### src/rtl/nbit_stream_demux.sv
// nbit_stream_demux: 1-to-2 valid/ready stream demultiplexer.
// Each input word goes to channel 0 or 1 according to in_sel. Every channel
// owns a 2-entry FIFO, so a stalled consumer never blocks the other channel.
// Outputs come straight from buffer registers; there is no combinational
// path from in_* to out*. Each channel also counts its delivered words.
module nbit_stream_demux #(
    parameter int N  = 16,
    parameter int CW = 8
) (
    input  logic          clk,
    input  logic          rst_n,
    input  logic [N-1:0]  in_data,
    input  logic          in_sel,
    input  logic          in_valid,
    output logic          in_ready,
    output logic [N-1:0]  out0_data,
    output logic          out0_valid,
    input  logic          out0_ready,
    output logic [N-1:0]  out1_data,
    output logic          out1_valid,
    input  logic          out1_ready,
    output logic [CW-1:0] count0,
    output logic [CW-1:0] count1
);

    // Buffer occupancy doubles as the per-channel state.
    typedef enum logic [1:0] {
        EMPTY = 2'd0,
        ONE   = 2'd1,
        FULL  = 2'd2
    } occ_t;

    occ_t          occ   [2];
    logic [N-1:0]  mem   [2][2];
    logic          wptr  [2];
    logic          rptr  [2];
    logic [CW-1:0] cnt   [2];
    logic          ready [2];
    logic          push  [2];
    logic          pop   [2];

    assign ready[0] = out0_ready;
    assign ready[1] = out1_ready;

    // A FULL channel refuses new words even if it pops this cycle.
    assign in_ready = (occ[in_sel] != FULL);

    // Per-channel push/pop strobes for the coming edge.
    always_comb begin
        // NOTE: every always_comb output gets a default first so no path leaves it unassigned (no latch).
        for (int k = 0; k < 2; k++) begin
            push[k] = 1'b0;
            pop[k]  = 1'b0;
        end
        for (int k = 0; k < 2; k++) begin
            push[k] = in_valid && in_ready && (int'(in_sel) == k);
            pop[k]  = (occ[k] != EMPTY) && ready[k];
        end
    end

    // Buffer storage, pointers, occupancy and delivered-word counters.
    always_ff @(posedge clk or negedge rst_n) begin
        if (!rst_n) begin
            for (int k = 0; k < 2; k++) begin
                occ[k]  <= EMPTY;
                wptr[k] <= 1'b0;
                rptr[k] <= 1'b0;
                cnt[k]  <= '0;
                // NOTE: storage is reset because the head entry is a visible output that must read zero out of reset.
                mem[k][0] <= '0;
                mem[k][1] <= '0;
            end
        end else begin
            for (int k = 0; k < 2; k++) begin
                // NOTE: non-blocking assignments so every register updates from pre-edge values.
                if (push[k]) begin
                    mem[k][wptr[k]] <= in_data;
                    wptr[k]         <= ~wptr[k];
                end
                if (pop[k]) begin
                    rptr[k] <= ~rptr[k];
                    cnt[k]  <= cnt[k] + 1'b1;
                end
                // Push and pop together in ONE leave the occupancy unchanged.
                unique case ({push[k], pop[k]})
                    2'b10:   occ[k] <= occ_t'(occ[k] + 2'd1);
                    2'b01:   occ[k] <= occ_t'(occ[k] - 2'd1);
                    default: occ[k] <= occ[k];
                endcase
            end
        end
    end

    assign out0_valid = (occ[0] != EMPTY);
    assign out1_valid = (occ[1] != EMPTY);
    assign out0_data  = mem[0][rptr[0]];
    assign out1_data  = mem[1][rptr[1]];
    assign count0     = cnt[0];
    assign count1     = cnt[1];

endmodule

### config.mk
export PLATFORM = sky130hd
export DESIGN_NAME = nbit_stream_demux
export DESIGN_NICKNAME = d
export VERILOG_FILES = /design/src/rtl/nbit_stream_demux.sv
export SDC_FILE = /design/constraint.sdc
export NUM_CORES = 1
export LEC_CHECK = 0
export ABC_AREA = 0
export CORE_MARGIN = 2
export CORE_UTILIZATION = 56
export CTS_CLUSTER_DIAMETER = 80
export DETAILED_ROUTE_END_ITERATION = 8
export PLACE_DENSITY = 0.82
export SYNTH_ARGS = -nofsm -noshare
export SYNTH_HDL_FRONTEND = slang
export SYNTH_SLANG_ARGS = --single-unit
export TNS_END_PERCENT = 5
### constraint.sdc
create_clock -name clk -period 2.85 [get_ports clk]
set_clock_uncertainty 0.1 [all_clocks]
set_input_delay 0.285 -clock clk [delete_from_list [all_inputs] [get_ports clk]]
set_output_delay 0.285 -clock clk [all_outputs]
set_load 0.02 [all_outputs]
# == Yosys cells after proc, flatten, opt, wreduce, memory -nomap -nowiden ==
# Cells that the tools add are included.
# totals
reg_bits,88
in_bits,22
output_inout_bits,51
elab_cells,68
# classes
add_sub_neg,6
order_cmp,7
eq_ne,5
n_mux,17
bitwise,10
reduce_logical,11
# ops
cell,count
16-bit two-way mux,8
32-bit bitwise mux,2
16-bit demux with 1-bit select,2
8-bit by 1-bit adder with 8-bit output (second input constant),2
2-bit greater-or-equal comparator (second input constant),5
1-bit inverter with 2-bit output,5
2-bit case mux with 2 select lines,2
2-bit nonzero test,4
1-bit logical AND,7
2-bit two-way mux,3
1-bit inverter,5
2-bit by 1-bit adder with 2-bit output (second input constant),2
2-bit by 1-bit equality test with 1-bit output (second input constant),2
2-bit equality test (second input constant),2
2-bit by 1-bit < comparator with 1-bit output (second input constant),2
2-bit by 1-bit subtractor with 2-bit output (second input constant),2
2-bit != test (second input constant),1

# == Longest topological paths before layout ==
# Gate-level depths: netlist (run 1).
# logic_depth
depth_word,9
depth_mapped,7
mapped_depth_nobuf,6

# == Worst setup path before layout (run 1) ==
# Ideal clock, no wire load.
# synth_path
kind,register to register
start,register occ[2] (netlist bit)
end,register occ[3] (netlist bit)
setup_ps,79
arrival_time_ps,1611
required_time_ps,2671
setup_slack_ps,1059
stages_incl_launch_ff,7
n_path_buf,1
period_less_slack_ps,1791
cell_sequence,dfrtp_1 -> buf_4 -> o21ai_1 -> inv_1 -> ha_1 -> nor2_1 -> xor2_1
# synth_lines
element,line_no,rtl
"start, declared",33,occ_t occ [2];
"start signal, assigned by index",86,2'b10: occ[k] <= occ_t'(occ[k] + 2'd1);
"start signal, assigned by index",87,2'b01: occ[k] <= occ_t'(occ[k] - 2'd1);
"start signal, assigned by index",88,default: occ[k] <= occ[k];

# == Final worst setup path (run 1) ==
# layout_path
start,register rptr[0] (netlist bit)
end,output out1_data[6]
# layout_between
elab_chain_len,4
# layout_rtl
element,line_no,rtl
"start, declared",36,logic rptr [2];
"start signal, assigned by index",81,rptr[k] <= ~rptr[k];
1-bit inverter with 2-bit output (implied by the code),97,assign out1_data = mem[1][rptr[1]];
16-bit two-way mux (implied by the code) (3 in a row),97,
"end, declared",19,"output logic [N-1:0] out1_data,"
# Every way passes these cells. The select of a mux whose other input is x is not followed.

==> impl_metrics.tcl, run 1 <==
set metrics [dict create \
    irDropWorstVdd_mv 0.6818 \
    finalWorstSetupSlack_ps 364.2 \
    path_cells "buf_4, mux2_2, clkdlybuf4s50_1" \
    finalSetupTns_ps 0 \
    post-cts-setup-buffers 0 \
    hold_slack_ps 2.284 \
    die_w_um 87.75 \
    start_util 0.5781 \
    p_leak_nw 2.144 \
    synth_area_per_cell_sq_um 14.49 \
    synth_most_common_cell "dfrtp_1" \
    worstReg2RegStart "occ[2]" \
    postRouteAntennaNets 0 \
    cts_made_buffers 9 \
    synthArstFlopShare 1.000 \
    netlist_area_sq_um 3928 \
    rsz0062_at_grt "no" \
    synthCells 271 \
    swShare 0.3491 \
    ctsResizeCount 0 \
    wl_per_cell_um 16.76 \
    grt_start_max_net_pins 89 \
    fillers 479 \
    first_global_vias 2496 \
    ys_types 29 \
    cp.arrival_ps 2100 \
    end_kind "output port" \
    die_y_um 87.75 \
    critical-path-top-delay-family "buffers and inverters" \
    pre_cts_ws_ps 420.5 \
    path_max_fanout 11 \
    p_per_area_nw_per_um2 1286 \
    worstHoldPathType "input port to asynchronous set/reset pin" \
    p_int_mw 4.157 \
    tritoncts "done" \
    drt_iter0_drc 122 \
    ff2ff_path_depth 3 \
    path_class "flop to output port" \
    dieArea_sq_um 7699 \
    gp_congestion 0.6943 \
    dr.pass1.iters 4 \
    slowest_stage "dfrtp_1" \
    synth_fp_nets 297 \
    yosysSeqAreaShare 0.5607 \
    hpwl_um 4871 \
    grtUsageTotal 0.2146 \
    syn2layout_area_growth_pct 26.47 \
    clock_path_buffers 2 \
    pwr-share-seq 0.359 \
    outcome "finished, final reports clean" \
    yosys.area.top_type_share 0.5607 \
    place_inst 433 \
    synth-edff-count 0 \
    fin_area_sq_um 4967 \
    synth_ff_type "dfrtp_1" \
    crit_required_ps 2470 \
    placed_area_sq_um 4736 \
    io_pins 73 \
    cts_sinks 88 \
    setup_viol 0 \
    drc 0 \
    finalHoldViolCount 0 \
    start_kind "flop" \
    grt_first_pass_wirelength_um 12410 \
    final_cell_count_no_fill 449 \
    netSwitchingPower_mw 2.229 \
    synth-warning-count 0 \
    fp-row-count 30 \
    worst_pin_slew_ps 1058 \
    via_count 2367 \
    path_clk_slew_ps 80 \
    root_buffer "clkbuf_8" \
    slowest_delay_ps 560 \
    insertion_delay_ps 350 \
    ctsHtreeMaxLevel 3 \
    port_buffers 72 \
    antenna_found_initial 0 \
    synth_seq_cells 88 \
    drive_gt1_frac 0.3484 \
    finalPower_mw 6.386 \
    grt-ovfl-total 0 \
    core-area_sq_um 6794 \
    reg2reg_slack_ps 740 \
    fin_crit_sh 0.8722 \
    slew-limit-headroom 0.2945 \
    drv_slew 0 \
    final_nets 374 \
    crit_buf_inv 2 \
    r2r_end "mem[34]" \
    clock.fmax_ghz 0.4023 \
    antenna_cells 0 \
    via_per_inst 5.272 \
    routed_wl_um 7525 \
    comb_power_share 0.489 \
    maxCapViolCount 0 \
    final_core_util 0.7311 \
    synth_common_cells "dfrtp_1 (88), mux2_2 (86), xnor2_1 (16)" \
    yosys.area.top_type "dfrtp_1" \
    finalCriticalPeriod_ps 2486 \
    synthTopCellsByArea "dfrtp_1 (56%), mux2_2 (25%), mux2_4 (3.8%)" \
    cts_hold_buf 0 \
    pwr-share-clk 0.152 \
]
[cell usage in the layout (no fill, tap or decap), types with 4 or more instances in the layout]
cell	instances
xor2_1	8
clkbuf_8	11
nand2_1	11
xnor2_1	16
clkdlybuf4s50_1	71
nor3_1	4
buf_4	6
nand4_1	6
ha_1	4
mux2_2	86
nor2_1	5
mux2_4	10
dfrtp_1	88
[per-layer routing]
layer	up-vias	routed length (um)	global-route usage
met1	1203	3394	0.2835
li1	1102	-	-
met5	-	0	0
met2	53	3718	0.3533
met3	9	295	0.04336
met4	0	116	0.07972
[layout make-up]
type | count | area [sq um] | share of cell area
Multi-Input combinational cell | 170 | 1650 | 0.3322
Clock buffer | 12 | 155.1 | 0.03123
Tap cell | 96 | 120.1 | 0.02418
Clock inverter | 4 | 76.32 | 0.01537
Sequential cell | 88 | 2202 | 0.4433
Timing Repair Buffer | 77 | 755.7 | 0.1521
Inverter | 2 | 7.507 | 0.001511
[state kept, by name, indices dropped and copies added (netlist names)]
name,cells
count0,8
occ,4
mem,64
count1,8
wptr,2
rptr,2
[power groups by stage]
stage          Clock (mW)  Sequential [mW]  Combinational (mW)
2_1_floorplan           0             2.25                1.95
3_3_place_gp            0             2.27                3.07
3_5_place_dp            0             2.31                3.14
4_1_cts             0.992             2.30                3.16
5_1_grt              1.05             2.38                3.34
6_report            0.970             2.29                3.12
[worst max path at each step]
stage / startpoint / endpoint / slack (ps) / cells past startpoint
2_1_floorplan: occ[2] / occ[3] / 1060 / 6
3_3_place_gp: in_sel / mem[34] / 470 / 4
3_5_place_dp: in_sel / mem[35] / 420 / 4
4_1_cts: rptr[0] / out1_data[6] / 340 / 3
5_1_grt: rptr[0] / out1_data[6] / 290 / 3
6_report: rptr[0] / out1_data[6] / 360 / 3
[kinds of logic (layout without fill, tap and decap cells)]
| kind of cell | after synthesis | count (layout) | share of synthesized area |
|---|---|---|---|
| AO/OA/AOI/OAI | 3 | 3 | 0.003822 |
| XOR/XNOR | 24 | 24 | 0.05352 |
| adder cells (fa/ha/maj) | 4 | 4 | 0.01274 |
| buffers and inverters | 13 | 95 | 0.02230 |
| flip-flops | 88 | 88 | 0.5607 |
| multiplexers | 96 | 96 | 0.2848 |
| AND/OR/NAND/NOR | 43 | 43 | 0.06212 |
Power figures use the tool's default switching activity.
==> run 2, diff against run 1 <==
CORE_ASPECT_RATIO = 0.5   (was not set)
==> impl_metrics.tcl, run 2 (synthesis results as in run 1) <==
set metrics [dict create \
    end_kind "output port" \
    grt_start_max_net_pins 89 \
    outcome "finished, final reports clean" \
    path_clk_slew_ps 60 \
    drc 0 \
    p_per_area_nw_per_um2 1319 \
    cts_made_buffers 9 \
    core-area_sq_um 6726 \
    io_pins 73 \
    maxCapViolCount 0 \
    reg2reg_slack_ps 800 \
    routed_wl_um 7346 \
    cts_hold_buf 0 \
    rsz0062_at_grt "no" \
    irDropWorstVdd_mv 0.5973 \
    finalCriticalPeriod_ps 2544 \
    dieArea_sq_um 7740 \
    r2r_end "mem[35]" \
    clock.fmax_ghz 0.3931 \
    drv_slew 0 \
    ctsResizeCount 0 \
    die_w_um 122.4 \
    antenna_cells 0 \
    root_buffer "clkbuf_16" \
    worstHoldPathType "input port to asynchronous set/reset pin" \
    slowest_stage "dfrtp_1" \
    syn2layout_area_growth_pct 27.94 \
    dr.pass1.iters 4 \
    first_global_vias 2584 \
    seq_area_sq_um 2202 \
    die_y_um 63.22 \
    finalHoldViolCount 0 \
    cp.arrival_ps 2160 \
    worstReg2RegStart "occ[2]" \
    final_nets 372 \
    slowest_delay_ps 850 \
    finalSetupTns_ps 0 \
    cts_sinks 88 \
    ff2ff_path_depth 3 \
    multiInputGateArea_sq_um 1638 \
    slew-limit-headroom 0.3078 \
    fin_crit_sh 0.8927 \
    ctsHtreeMaxLevel 3 \
    p_leak_nw 2.179 \
    crit_required_ps 2470 \
    via_count 2360 \
    path_cells "mux2_2, clkdlybuf4s50_1" \
    largest_register_ffs 64 \
    tritoncts "done" \
    hpwl_um 4969 \
    fillers 444 \
    worst_pin_slew_ps 1038 \
    path_class "flop to output port" \
    start_util 0.5839 \
    drive_gt1_frac 0.3476 \
    wl_per_cell_um 16.58 \
    port_buffers 72 \
    final_core_util 0.7470 \
    grt_first_pass_wirelength_um 12770 \
    gp_congestion 0.8037 \
    postRouteAntennaNets 0 \
    via_per_inst 5.327 \
    post-cts-setup-buffers 0 \
    path_max_fanout 17 \
    grt-ovfl-total 0 \
    clock_path_buffers 2 \
    antenna_found_initial 0 \
    insertion_delay_ps 340 \
    drt_iter0_drc 121 \
    final_common_cell "dfrtp_1" \
    fp-row-count 21 \
    largest-register "mem" \
    setup_viol 0 \
    grtUsageTotal 0.2172 \
    start_kind "flop" \
    layout_common_cells "dfrtp_1 (88), mux2_2 (86), clkdlybuf4s50_1 (71)" \
]
## run 2: how the worst max path moves through the flow
stage | from | to | cells past startpoint
global route | rptr[0] | out1_data[11] | 2
CTS | rptr[0] | out1_data[11] | 2
detailed placement | in_sel | mem[32] | 4
global placement | in_sel | mem[45] | 4
floorplan | occ[2] | occ[3] | 6
finish | rptr[0] | out1_data[11] | 2
## run 2: per-stage QoR
step | cell area [sq um] | instances | setup WS, ps | hold slack (ps) | power, mW
detailed placement | 4703 | 427 | 417.2 | 357.7 | 5.413
global placement | 4703 | 427 | 506.4 | 357.3 | 5.285
global route | 5025 | 443 | 222.6 | 143.0 | 7.024
floorplan | 3928 | 271 | 1059 | -110.6 | 4.194
CTS | 5025 | 443 | 295.3 | 81.09 | 6.697
finish | 5025 | 443 | 305.9 | 40.97 | 6.626
## run 2: power by group
part / internal (mW) / total (mW) / switching, mW
registers: 1.86 / 2.37 / 0.506
clock network: 0.786 / 1.24 / 0.458
logic: 1.74 / 3.02 / 1.27
total: 4.39 / 6.63 / 2.24
## run 2: routing by layer
| metal | track usage | vias to the layer above | wire length (um) |
|---|---|---|---|
| li1 | - | 1102 | - |
| met1 | 0.2661 | 1192 | 3221 |
| met5 | 0 | - | 0 |
| met4 | 0.07040 | 0 | 144 |
| met3 | 0.07337 | 15 | 323 |
| met2 | 0.3639 | 51 | 3657 |
## run 2: final cells by class
type | count | share of cell area
clock buffer | 10 | 0.04756
clock inverter | 6 | 0.01643
inverter | 2 | 0.001494
multi-input combinational | 170 | 0.3259
sequential | 88 | 0.4382
tap | 92 | 0.02291
timing repair buffer | 75 | 0.1474
## run 2: worst max-delay path, delay by kind of cell (launching register included)
| family | cells | cell delay (ps) |
|---|---|---|
| flops | 1 | 850 |
| buf+inv | 1 | 540 |
| mux | 1 | 430 |
==> run 3, diff against run 2 <==
CORE_MARGIN = not set   (was 2)
SLEW_MARGIN = 25   (was not set)
==> impl_metrics.tcl, run 3 (synthesis results as in run 1) <==
set metrics [dict create \
    outcome "finished, final reports clean" \
    slew-limit-headroom 0.4092 \
    tritoncts "done" \
    io_pins 73 \
    hpwl_um 5124 \
    drv_slew 0 \
    grt_start_max_net_pins 89 \
    cp.arrival_ps 2170 \
    via_count 2408 \
    crit_required_ps 2470 \
    drive_gt1_frac 0.3466 \
    syn2layout_area_growth_pct 28.54 \
    dieArea_sq_um 7372 \
    ctsResizeCount 0 \
    start_util 0.5839 \
    ff2ff_path_depth 6 \
    cts_sinks 88 \
    root_buffer "clkbuf_16" \
    end_kind "output port" \
    reg2reg_slack_ps 750 \
    drc 0 \
    setup_viol 0 \
    layout_common_cells "dfrtp_1 (88), mux2_2 (86), clkdlybuf4s50_1 (71)" \
    start_kind "flop" \
    maxCapViolCount 0 \
    clock.fmax_ghz 0.3911 \
    die_w_um 120.4 \
    routed_wl_um 7853 \
    irDropWorstVdd_mv 0.6085 \
    core-area_sq_um 6726 \
    largest_register_ffs 64 \
    finalPower_mw 6.698 \
    min-delay-start "count0[7]" \
    worst_pin_slew_ps 886.2 \
    path_max_fanout 17 \
    grtUsageTotal 0.2324 \
    dr.pass1.iters 4 \
    place_inst 427 \
    post-cts-setup-buffers 0 \
    postRouteAntennaNets 0 \
    p_per_area_nw_per_um2 1327 \
    largest-register "mem" \
    grt-ovfl-total 0 \
    p_leak_nw 2.181 \
    port_buffers 72 \
    via_per_inst 5.423 \
    clock_path_buffers 2 \
    grt_first_pass_wirelength_um 12620 \
    rsz0062_at_grt "no" \
    hold_depth 1 \
    fp-row-count 21 \
    crit_start "rptr[1]" \
    drt_iter0_drc 107 \
    final_cell_count_no_fill 444 \
    first_global_vias 2472 \
    path_clk_slew_ps 60 \
    die_y_um 61.22 \
    cts_hold_buf 0 \
    finalSetupTns_ps 0 \
    worstReg2RegStart "occ[0]" \
    antenna_cells 0 \
    cts_made_buffers 9 \
    worstHoldPathType "flop to flop" \
    fin_crit_sh 0.8972 \
    ctsHtreeMaxLevel 3 \
    wl_per_cell_um 17.69 \
    gp_congestion 0.7223 \
    final_nets 373 \
    insertion_delay_ps 330 \
    finalHoldViolCount 0 \
    path_class "flop to output port" \
    antenna_found_initial 0 \
    final_common_cell "dfrtp_1" \
    finalCriticalPeriod_ps 2557 \
]
run 3: cell count changes in the layout (fill, tap and decap cells not counted), sizes merged:
cell         previous run  this run
dlygate4sd3             0         1
clkinvlp                1         2
clkinv                  3         2
run 3: final cells by class:
class / instances / area, sq um
clock buffers: 10 / 239.0
multi-input cells: 170 / 1638
flip-flops and latches: 88 / 2202
inverters: 2 / 7.507
well taps: 92 / 115.1
clock inverters: 6 / 92.59
fillers: 459 / 1678
repair buffers: 76 / 754.5
run 3: worst paths after layout:
kind                                 end
min reg2reg                    count0[7]
max                        out0_data[14]
max reg2reg                       occ[1]
min                            count0[7]
min in group asynchronous        mem[21]
max in group asynchronous      count1[2]
run 3: layer usage:
metal | vias up | track usage | part of all wire
met3 | 13 | 0.06204 | 0.029
met1 | 1246 | 0.2792 | 0.43
li1 | 1101 | - | -
met2 | 48 | 0.4269 | 0.53
met5 | - | 0 | 0
met4 | 0 | 0.06878 | 0.015
run 3: critical path: stages (launching register included):
cell and delay, ps:
dfrtp_1 850, mux2_2 440, clkdlybuf4s50_1 540
run 3: where the power goes:
group | switching [mW] | internal, mW
registers | 0.507 | 1.86
logic | 1.33 | 1.74
clock network | 0.468 | 0.794
total | 2.30 | 4.40
run 3: through the flow:
stage | setup WS, ps | util | area (sq um) | hold slack [ps]
after global routing | 189.1 | 0.7506 | 5049 | 388.7
after global placement | 508.3 | 0.6992 | 4703 | 355.9
final | 292.9 | 0.7506 | 5049 | 361.8
after floorplan | 1059 | - | 3928 | -110.6
after detailed placement | 438.8 | 0.6992 | 4703 | 356.9
after CTS | 275.8 | 0.7485 | 5035 | 91.18
